File: src/rtl/ov7670_dvp_tx_if.sv
// Pixel stream into the DVP transmitter: RGB565 words with a
// start-of-frame marker, moved by a valid/ready handshake.
interface ov7670_dvp_tx_if;
    logic        pix_valid;
    logic [15:0] pix_data;
    logic        pix_sof;
    logic        pix_ready;

    // Pixel producer side
    modport master (
        output pix_valid,
        output pix_data,
        output pix_sof,
        input  pix_ready
    );

    // Transmitter side
    modport slave (
        input  pix_valid,
        input  pix_data,
        input  pix_sof,
        output pix_ready
    );
endinterface

File: src/rtl/ov7670_dvp_tx.sv
// OV7670-style DVP transmitter. Generates vsync/href/d frame timing and
// serialises RGB565 pixels MSB byte first. Pixels are pulled one at a time
// into a single holding register; an empty register at an MSB slot sends FILL
// and flags underrun. All outputs are registered from the next-cycle position,
// so they line up exactly with the timing state they describe.
module ov7670_dvp_tx #(
    parameter int          H_ACTIVE    = 640,
    parameter int          H_BLANK     = 144,
    parameter int          V_ACTIVE    = 480,
    parameter int          VSYNC_LINES = 3,
    parameter int          V_BACK      = 17,
    parameter int          V_FRONT     = 10,
    parameter logic [15:0] FILL        = 16'h0000
) (
    input  logic                  pclk,
    input  logic                  resetn,
    input  logic                  en,
    ov7670_dvp_tx_if.slave        pix,
    output logic                  vsync,
    output logic                  href,
    output logic [7:0]            d,
    output logic                  frame_start,
    output logic                  frame_end,
    output logic                  underrun,
    output logic                  busy
);
    localparam int LINE_LEN = 2 * H_ACTIVE + H_BLANK;
    localparam int HCW      = $clog2(LINE_LEN + 1);
    localparam int VCW      = $clog2(VSYNC_LINES + V_BACK + V_ACTIVE + V_FRONT + 1);

    localparam logic [2:0] ST_IDLE   = 3'd0;
    localparam logic [2:0] ST_VSYNC  = 3'd1;
    localparam logic [2:0] ST_VBACK  = 3'd2;
    localparam logic [2:0] ST_ACTIVE = 3'd3;
    localparam logic [2:0] ST_VFRONT = 3'd4;

    // Number of lines spent in each frame phase.
    function automatic int lines_of(input logic [2:0] s);
        case (s)
            ST_VSYNC:  return VSYNC_LINES;
            ST_VBACK:  return V_BACK;
            ST_ACTIVE: return V_ACTIVE;
            ST_VFRONT: return V_FRONT;
            default:   return 0;
        endcase
    endfunction

    // Phase that follows s; the end of the front porch is where en decides
    // between another frame and going idle.
    function automatic logic [2:0] succ(input logic [2:0] s, input logic run);
        case (s)
            ST_VSYNC:  return ST_VBACK;
            ST_VBACK:  return ST_ACTIVE;
            ST_ACTIVE: return ST_VFRONT;
            ST_VFRONT: return run ? ST_VSYNC : ST_IDLE;
            default:   return ST_IDLE;
        endcase
    endfunction

    // Walk past any phase configured with zero lines.
    function automatic logic [2:0] enter(input logic [2:0] s, input logic run);
        logic [2:0] t;
        t = s;
        for (int i = 0; i < 4; i++) begin
            if (t != ST_IDLE && lines_of(t) == 0) begin
                t = succ(t, run);
            end
        end
        return t;
    endfunction

    logic [2:0]     state_reg, state_next;
    logic [HCW-1:0] hcnt_reg, hcnt_next;
    logic [VCW-1:0] vcnt_reg, vcnt_next;

    logic           full_reg, full_next;
    logic [15:0]    hold_data_reg;
    logic           hold_sof_reg;
    logic [15:0]    latch_reg, latch_next;

    logic           act_next;
    logic           msb_slot;
    logic           consume;
    logic           discard;
    logic           load;
    logic [15:0]    slot_pix;
    logic [7:0]     d_next;

    assign pix.pix_ready = !full_reg;

    // Frame/line position for the next cycle.
    always_comb begin
        state_next = state_reg;
        hcnt_next  = hcnt_reg;
        vcnt_next  = vcnt_reg;
        if (state_reg == ST_IDLE) begin
            if (en) begin
                state_next = enter(ST_VSYNC, 1'b1);
                hcnt_next  = '0;
                vcnt_next  = '0;
            end
        end else if (int'(hcnt_reg) == LINE_LEN - 1) begin
            hcnt_next = '0;
            if (int'(vcnt_reg) == lines_of(state_reg) - 1) begin
                vcnt_next  = '0;
                state_next = enter(succ(state_reg, en), en);
            end else begin
                vcnt_next = vcnt_reg + VCW'(1);
            end
        end else begin
            hcnt_next = hcnt_reg + HCW'(1);
        end
    end

    // Byte slot decode, holding-register bookkeeping and next data byte.
    always_comb begin
        act_next   = (state_next == ST_ACTIVE) && (int'(hcnt_next) < 2 * H_ACTIVE);
        msb_slot   = act_next && !hcnt_next[0];
        consume    = msb_slot && full_reg;
        // Stray mid-frame pixels between frames are flushed so the source can
        // resynchronise on the next sof; the ACTIVE entry edge consumes instead.
        discard    = full_reg && !hold_sof_reg && (state_reg != ST_ACTIVE) && !consume;
        load       = pix.pix_valid && !full_reg;
        slot_pix   = full_reg ? hold_data_reg : FILL;
        latch_next = msb_slot ? slot_pix : latch_reg;
        if (!act_next) begin
            d_next = 8'h00;
        end else if (msb_slot) begin
            d_next = slot_pix[15:8];
        end else begin
            d_next = latch_reg[7:0];
        end
        full_next = load || (full_reg && !consume && !discard);
    end

    // State, datapath and registered outputs.
    always_ff @(posedge pclk or negedge resetn) begin
        if (!resetn) begin
            state_reg     <= ST_IDLE;
            hcnt_reg      <= '0;
            vcnt_reg      <= '0;
            full_reg      <= 1'b0;
            hold_data_reg <= 16'h0000;
            hold_sof_reg  <= 1'b0;
            latch_reg     <= 16'h0000;
            vsync         <= 1'b0;
            href          <= 1'b0;
            d             <= 8'h00;
            frame_start   <= 1'b0;
            frame_end     <= 1'b0;
            underrun      <= 1'b0;
            busy          <= 1'b0;
        end else begin
            state_reg   <= state_next;
            hcnt_reg    <= hcnt_next;
            vcnt_reg    <= vcnt_next;
            full_reg    <= full_next;
            latch_reg   <= latch_next;
            if (load) begin
                hold_data_reg <= pix.pix_data;
                hold_sof_reg  <= pix.pix_sof;
            end
            vsync       <= (state_next == ST_VSYNC);
            href        <= act_next;
            d           <= d_next;
            frame_end   <= (state_next == ST_VSYNC) && !vsync;
            frame_start <= (state_next != ST_VSYNC) && vsync;
            underrun    <= msb_slot && !full_reg;
            busy        <= (state_next != ST_IDLE);
        end
    end
endmodule

File: src/flat_wrapper.sv
// flat-port wrapper written by rule: the top's interface ports become plain ports
module ov7670_dvp_tx_flat 
#(
    parameter int          H_ACTIVE    = 640,
    parameter int          H_BLANK     = 144,
    parameter int          V_ACTIVE    = 480,
    parameter int          VSYNC_LINES = 3,
    parameter int          V_BACK      = 17,
    parameter int          V_FRONT     = 10,
    parameter logic [15:0] FILL        = 16'h0000
)
  (pclk, resetn, en, vsync, href, d, frame_start, frame_end, underrun, busy, pix_pix_valid, pix_pix_data, pix_pix_sof, pix_pix_ready);
  ov7670_dvp_tx_if pix_i ();
  input  logic pclk;
  input  logic resetn;
  input  logic en;
  output logic vsync;
  output logic href;
  output logic [7:0] d;
  output logic frame_start;
  output logic frame_end;
  output logic underrun;
  output logic busy;
  input wire logic [$bits(pix_i.pix_valid)-1:0] pix_pix_valid;
  input wire logic [$bits(pix_i.pix_data)-1:0] pix_pix_data;
  input wire logic [$bits(pix_i.pix_sof)-1:0] pix_pix_sof;
  output wire logic [$bits(pix_i.pix_ready)-1:0] pix_pix_ready;
  assign pix_i.pix_valid = pix_pix_valid;
  assign pix_i.pix_data = pix_pix_data;
  assign pix_i.pix_sof = pix_pix_sof;
  assign pix_pix_ready = pix_i.pix_ready;
  ov7670_dvp_tx #(.H_ACTIVE(H_ACTIVE), .H_BLANK(H_BLANK), .V_ACTIVE(V_ACTIVE), .VSYNC_LINES(VSYNC_LINES), .V_BACK(V_BACK), .V_FRONT(V_FRONT), .FILL(FILL)) u_core (.pclk(pclk), .resetn(resetn), .en(en), .pix(pix_i), .vsync(vsync), .href(href), .d(d), .frame_start(frame_start), .frame_end(frame_end), .underrun(underrun), .busy(busy));
endmodule
File: config.mk
export PLATFORM = sky130hd
export DESIGN_NAME = ov7670_dvp_tx_flat
export DESIGN_NICKNAME = d
export VERILOG_FILES = /design/src/rtl/ov7670_dvp_tx_if.sv /design/src/rtl/ov7670_dvp_tx.sv /design/src/flat_wrapper.sv
export SDC_FILE = /design/constraint.sdc
export NUM_CORES = 1
export LEC_CHECK = 0
export ABC_AREA = 1
export CAP_MARGIN = 30
export CORE_ASPECT_RATIO = 2
export CORE_MARGIN = 8
export CORE_UTILIZATION = 57
export CTS_CLUSTER_DIAMETER = 200
export DETAILED_ROUTE_END_ITERATION = 12
export PLACE_DENSITY = 0.9
export SETUP_SLACK_MARGIN = 0.05
export SKIP_LAST_GASP = 1
export SYNTH_ARGS = -nofsm -noshare
export SYNTH_HDL_FRONTEND = slang
export SYNTH_SLANG_ARGS = --single-unit
File: constraint.sdc
create_clock -name pclk -period 3.99 [get_ports pclk]
set_input_delay 0.798 -clock pclk [delete_from_list [all_inputs] [get_ports pclk]]
set_output_delay 0.798 -clock pclk [all_outputs]
set_load 0.05 [all_outputs]
# ---- Word-level counts from Yosys, hierarchy flattened
# Cells that the tools add are included.
dict set report word_totals {
  register_bits 63
  output_inout_bits 15
  word_cells 135
}
dict set report op_classes {
  addsub 3
  n_lt_le_gt_ge 1
  n_eq_ne 27
  n_mux 55
  n_reduce_logical 35
}
# cell n
set ops {}
lappend ops {{two-way mux 32 bit} 14}
lappend ops {{one-hot mux 9 bit (4 select lines)} 5}
lappend ops {{logical NOT 32 bit} 4}
lappend ops {{two-way mux 3 bit} 20}
lappend ops {{one-hot mux 3 bit (4 select lines)} 5}
lappend ops {{two-way mux 9 bit} 4}
lappend ops {{== test 3 x 2 -> 1 bit (second input constant)} 11}
lappend ops {{two-way mux 11 bit} 3}
lappend ops {{== test 10 x 32 -> 1 bit} 1}
lappend ops {{subtractor 32 x 2 -> 32 bit (second input constant)} 1}
lappend ops {{== test 3 x 1 -> 1 bit (second input constant)} 6}
lappend ops {{logical AND 1 bit} 16}
lappend ops {{two-way mux 16 bit} 1}
lappend ops {{two-way mux 8 bit} 2}
lappend ops {{== test 3 bit (second input constant)} 5}
lappend ops {{nonzero test 3 bit} 5}
lappend ops {{adder 11 x 1 -> 11 bit (second input constant)} 1}
lappend ops {{== test 11 bit (second input constant)} 1}
lappend ops {{less-than comparator 11 bit (second input constant)} 1}
lappend ops {{adder 9 x 1 -> 9 bit (second input constant)} 1}
lappend ops {{logical NOT 1 bit} 6}
lappend ops {{logical NOT 3 bit} 1}
lappend ops {{inequality test 3 x 1 -> 1 bit (second input constant)} 1}
lappend ops {{inequality test 3 x 2 -> 1 bit (second input constant)} 1}
lappend ops {{other kinds (5)} 5}

# ---- Logic depth before layout (Yosys ltp)
dict set report logic_depth {
  depth_word 62
  ltp_mapped 25
  ltp_nobuf 25
}

# ---- Worst setup path before layout
# OpenSTA, ideal clock, no wires.
dict set report synth_path {
  kind {register -> register}
  start {reg u_core.state_reg[0]}
  end {reg u_core.d[2]}
  arrival_ns 3.023
  t_required_ns 3.860
  slack_ns 0.837
  stages_incl_launch_ff 25
  n_path_buf 1
  period_less_slack_ns 3.153
  path_cell_list {dfrtp_1 > nor2_2 > nand2_1 > nand2_1 > inv_1 > ha_1 > ha_1 > nand2_1 > inv_1 > ha_1 > inv_1 > nand2_1 > nand2_1 > nand2_1 > nor2_1 > nand2_1 > nor2_2 > nand4_1 > nand2_1 > nand2_2 > nor2_8 > nand3_4 > buf_6 > nand2_1 > a21oi_1}
}
dict set report synth_via {
  elab_chain_len 54
  elab_cells_between_ends 87
  classes_between {1 x add/sub; 1 x order compare; 22 x eq/ne; 47 x mux; 16 x reduce/logical}
}
# element line_no
set synth_lines {}
lappend synth_lines {{from (decl)} ov7670_dvp_tx.sv:72} ;# logic [2:0] state_reg, state_next;
lappend synth_lines {{from (signal assigned)} ov7670_dvp_tx.sv:154} ;# state_reg <= state_next;
lappend synth_lines {{== test 3 bit (tied with other cells)} {ov7670_dvp_tx.sv:39, ov7670_dvp_tx.sv:51}}
lappend synth_lines {{one-hot mux 3 bit (4 select lines)} ov7670_dvp_tx.sv:51} ;# case (s)
lappend synth_lines {{two-way mux 3 bit} ov7670_dvp_tx.sv:104} ;# if (int'(vcnt_reg) == lines_of(state_reg) - 1) begin
lappend synth_lines {{two-way mux 3 bit} ov7670_dvp_tx.sv:102} ;# end else if (int'(hcnt_reg) == LINE_LEN - 1) begin
lappend synth_lines {{two-way mux 3 bit} ov7670_dvp_tx.sv:96} ;# if (state_reg == ST_IDLE) begin
lappend synth_lines {{== test 3 bit (tied with other cells)} {ov7670_dvp_tx.sv:39, ov7670_dvp_tx.sv:51}}
lappend synth_lines {{one-hot mux 9 bit (4 select lines)} ov7670_dvp_tx.sv:39} ;# case (s)
lappend synth_lines {{two-way mux 32 bit} ov7670_dvp_tx.sv:104}
lappend synth_lines {{[... 39 more ...]} -}
lappend synth_lines {{two-way mux 3 bit} ov7670_dvp_tx.sv:102}
lappend synth_lines {{two-way mux 3 bit} ov7670_dvp_tx.sv:96}
lappend synth_lines {{== test 3 x 2 -> 1 bit} ov7670_dvp_tx.sv:117} ;# act_next = (state_next == ST_ACTIVE) && (int'(hcnt_next) < 2 * H_ACTIVE);
lappend synth_lines {{logical AND 1 bit} ov7670_dvp_tx.sv:117}
lappend synth_lines {{logical AND 1 bit} ov7670_dvp_tx.sv:118} ;# msb_slot = act_next && !hcnt_next[0];
lappend synth_lines {{two-way mux 8 bit} ov7670_dvp_tx.sv:128} ;# end else if (msb_slot) begin
lappend synth_lines {{two-way mux 8 bit *} ov7670_dvp_tx.sv:126} ;# if (!act_next) begin
lappend synth_lines {{named net u_core.d_next[2]} ov7670_dvp_tx.sv:87} ;# logic [7:0] d_next;
lappend synth_lines {{to (signal assigned)} ov7670_dvp_tx.sv:165} ;# d <= d_next;
lappend synth_lines {{to (decl)} ov7670_dvp_tx.sv:21} ;# output logic [7:0] d,
# The timed path passes the listed nets; every way through them passes the cells marked *. The select of a mux whose other input is x is not followed.
# A chain may end at the register's enable or synchronous reset.

# ---- Worst setup path after layout
dict set report layout_path {
  start {reg u_core.state_reg[1]}
  end {reg u_core.latch_reg[2]}
}
dict set report layout_via {
  elab_chain_len 52
  elab_cells_between_ends 85
  classes_between {1 x add/sub; 1 x order compare; 22 x eq/ne; 45 x mux; 16 x reduce/logical}
}
# element line_no
set layout_lines {}
lappend layout_lines {{== test 3 bit (tied with other cells)} {ov7670_dvp_tx.sv:39, ov7670_dvp_tx.sv:51}}
lappend layout_lines {{one-hot mux 3 bit (4 select lines)} ov7670_dvp_tx.sv:51}
lappend layout_lines {{two-way mux 3 bit} ov7670_dvp_tx.sv:104}
lappend layout_lines {{two-way mux 3 bit} ov7670_dvp_tx.sv:102}
lappend layout_lines {{two-way mux 3 bit} ov7670_dvp_tx.sv:96}
lappend layout_lines {{== test 3 bit (tied with other cells)} {ov7670_dvp_tx.sv:39, ov7670_dvp_tx.sv:51}}
lappend layout_lines {{one-hot mux 9 bit (4 select lines)} ov7670_dvp_tx.sv:39}
lappend layout_lines {{two-way mux 32 bit} ov7670_dvp_tx.sv:104}
lappend layout_lines {{[... 36 more ...]} -}
lappend layout_lines {{logical AND 1 bit} ov7670_dvp_tx.sv:65} ;# if (t != ST_IDLE && lines_of(t) == 0) begin
lappend layout_lines {{two-way mux 3 bit} ov7670_dvp_tx.sv:65}
lappend layout_lines {{two-way mux 3 bit} ov7670_dvp_tx.sv:104}
lappend layout_lines {{two-way mux 3 bit} ov7670_dvp_tx.sv:102}
lappend layout_lines {{two-way mux 3 bit} ov7670_dvp_tx.sv:96}
lappend layout_lines {{== test 3 x 2 -> 1 bit} ov7670_dvp_tx.sv:117}
lappend layout_lines {{logical AND 1 bit} ov7670_dvp_tx.sv:117}
lappend layout_lines {{logical AND 1 bit *} ov7670_dvp_tx.sv:118}
lappend layout_lines {{to (signal assigned)} ov7670_dvp_tx.sv:158} ;# latch_reg <= latch_next;
lappend layout_lines {{to (decl)} ov7670_dvp_tx.sv:79} ;# logic [15:0] latch_reg, latch_next;
# Mark *: on every way between the ends. The rest lies on a longest branch, timed or not. The select of a mux whose other input is x is not followed.

==> results.py <==
metrics = {
    "detailed_routing": {
        "wl_per_cell_microns": 16.4,
        "totalWireLength_microns": 8270,
        "viasPerCell": 5.49,
        "drt_iter0_drc": 115,
        "drc": 0,
        "first_pass_iters": 4,
        "postRouteAntennaNets": 0,
        "via_count": 2769,
    },
    "sta": {
        "setup_viol": 0,
        "period_minus_slack_ns": 3.60,
        "relSlewSlack_pct": 46.8,
        "finClkSkew_ns": 0.00603,
        "period_share_pct": 90.3,
        "hold_viol": 0,
        "slew_violations": 0,
        "worstMarginPinSlew_ns": 0.793,
        "setup_slack_ns": 0.385,
        "fmax_mhz": 277,
        "fin_hold_ws_ns": 0.394,
    },
    "setup_path": {
        "start_kind": "flop",
        "cpMostUsedCell": "nand2_1",
        "crit_buf_inv": 3,
        "path_max_fanout": 10,
        "critPathKind": "flop to flop",
        "path_delay_family": "simple AND/OR/NAND/NOR gates",
        "crit_chain": "nor2_2, nand2_1, nand2_1, inv_1, ha_1, ha_1, nand2_1, inv_1, ha_1, inv_1, nand2_1, nand2_1, nand2_1, nor2_1, nand2_1, nor2_2, nand4_1, nand2_2, nand2_2, nor2_8, nand3_4, nor2_4, nand2_1, nand2_1",
        "required_ns": 4.25,
        "slowest_stage": "dfrtp_1",
        "critPathMaxStageDelay_ns": 0.44,
        "crit_path_end_kind": "flop",
        "worstPathArrival_ns": 3.86,
    },
    "floorplanning": {
        "die_h_microns": 125,
        "start_util_pct": 59.1,
        "row_count": 39,
        "die_w_microns": 70.4,
        "io_pins": 36,
        "dieArea_sq_um": 8790,
        "core-area_sq_um": 5710,
    },
    "logic_synthesis": {
        "syn_area_sq_um": 3370,
        "yosys_most_used_dff": "dfrtp_1",
        "syn_avg_cell_area_sq_um": 8.59,
        "syn_inst": 393,
        "ys_ff_latch": 63,
        "ys_types": 39,
        "async_flop_share_pct": 100,
        "yosysSeqAreaShare_pct": 46.7,
        "ys_warn_count": 0,
        "synth_edf_count": 0,
        "synth.net_count": 422,
    },
    "hold_path": {
        "hold_path_class": "input port to asynchronous set/reset pin",
    },
    "final_layout": {
        "finalNonFillerCells": 504,
        "area_growth_pct": 21.8,
        "nNetsFinal": 467,
        "largest_reg_flops": 16,
        "nFillCells": 409,
        "drive_above_1_share_pct": 16.3,
        "diodes": 0,
        "post-route-util_pct": 72.0,
    },
    "placement": {
        "port_buffers": 35,
        "gp_congestion": 0.940,
        "place_inst": 484,
        "pre_cts_ws_ns": 0.422,
        "dp_hpwl_microns": 6050,
    },
    "grt": {
        "antenna_found_initial": 0,
        "grtUsageTotal_pct": 19.6,
        "overflow": 0,
        "grt_pass1_wl_microns": 13600,
        "grt_max_degree": 34,
        "grt_pass1_vias": 2958,
    },
    "outcome": {
        "outcome": "complete, no violations",
    },
    "pwr": {
        "p_total_mw": 2.59,
        "vdd_drop_max_mv": 0.587,
        "powerDensity_nw_per_um2": 631,
        "p_leak_nw": 2.04,
    },
    "clock_tree": {
        "cts_buffer_depth": 2,
        "cts_root_buf": "clkbuf_16",
        "htreeDepth": 3,
        "numCtsBuffers": 9,
        "cts_tree": "built",
        "clkTransAtPathRegs_ns": 0.05,
        "clk_latency_ns": 0.33,
        "cts_sinks": 63,
    },
    "job": {
        "maxCapViolCount": 0,
    },
}
synthesized netlist by cell type (all sizes together) (2+ instances only):
cell	count	area share, %
nand4	13	2.4
mux2	17	5.7
buf	5	1.4
dfrtp	63	47
nor3	8	1.3
nand3	21	3.6
nor2	41	5.6
o22ai	11	2.2
inv	59	6.6
nand2	104	12
clkbuf	2	0.26
xnor2	5	1.3
ha	8	3.0
xor2	9	2.3
a21oi	13	1.9
nor4	2	0.56
o21ai	4	0.59
worst register-to-register path: cells and delay by family (launching register included):
family	cells	cell delay (ns)
fa+ha+maj	3	0.83
simple gates	18	2.12
buf+inv	3	0.16
flops	1	0.44
cell families after synthesis:
kind of cell	after synthesis	synth area share (%)
flops	63	46.7
fa+ha+maj	8	2.97
xor+xnor	14	3.63
mux	17	5.67
compound gates	35	6.53
simple gates	190	26.1
buf+inv	66	8.34
layout by cell type, fill, tap and decap left out, types with 2 or more instances in the layout:
master           count
nand2_1             92
dfrtp_1             63
inv_1               51
nor2_1              34
clkdlybuf4s50_1     34
nand3_1             19
mux2_2              17
a21oi_1             13
nand4_1             13
nand2_2             12
o22ai_1             10
xor2_1               9
clkbuf_16            9
ha_1                 8
nor3_1               7
inv_2                7
nor2_2               5
xnor2_1              5
buf_4                5
o21ai_0              3
clkbuf_8             3
clkinv_2             2
report_power, final:
group          internal, mW  total [mW]  leakage (nW)  switching (mW)
registers             0.782       0.899         0.822           0.117
clock network         0.532       0.796         0.156           0.264
logic                 0.340       0.898          1.07           0.557
metrics by stage:
| step | instance area (sq um) | TNS, ns |
|---|---|---|
| finish | 4110 | 0 |
| global route | 4110 | -0.0134 |
| CTS | 4080 | 0 |
| detailed placement | 3770 | 0 |
| global placement | 3750 | 0 |
| floorplan | 3370 | 0 |
path summary, 6_finish.rpt:
path / start / end / slack [ns] / cells past startpoint
setup / recovery: u_core.state_reg[1] / u_core.latch_reg[2] / 0.39 / 24
hold reg to reg: u_core.hold_data_reg[3] / u_core.latch_reg[3] / 0.48 / 2
min in group pclk: u_core.hold_data_reg[3] / u_core.latch_reg[3] / 0.48 / 2
max in group asynchronous: resetn / u_core.latch_reg[4] / 2.82 / 3
setup reg to reg: u_core.state_reg[1] / u_core.latch_reg[2] / 0.39 / 24
hold / removal: resetn / u_core.vcnt_reg[4] / 0.39 / 1
area by class of cell:
type	count	area [sq um]	area share, %
flip-flops and latches	63	1580	38.4
inverters	59	224	5.45
clock inverters	3	40.0	0.974
repair buffers	41	403	9.81
multi-input cells	264	1520	37.0
well taps	61	76.3	1.86
clock buffers	13	270	6.58
timing repair:
item / CTS / global route
endpoints found under the hold margin: 0 / 0
buffers inserted: 0 / 4
endpoints found under the setup margin: 0 / 8
resized for setup: 0 / 1
hold buffers: 0 / 0
per-layer routing:
metal / wire length, microns / GRT usage, %
met3: 226 / 4.55
met4: 393 / 13.5
met2: 4850 / 36.9
met1: 2800 / 17.2
met5: 0 / 0
Note: power is estimated with default switching activity, not from simulation.
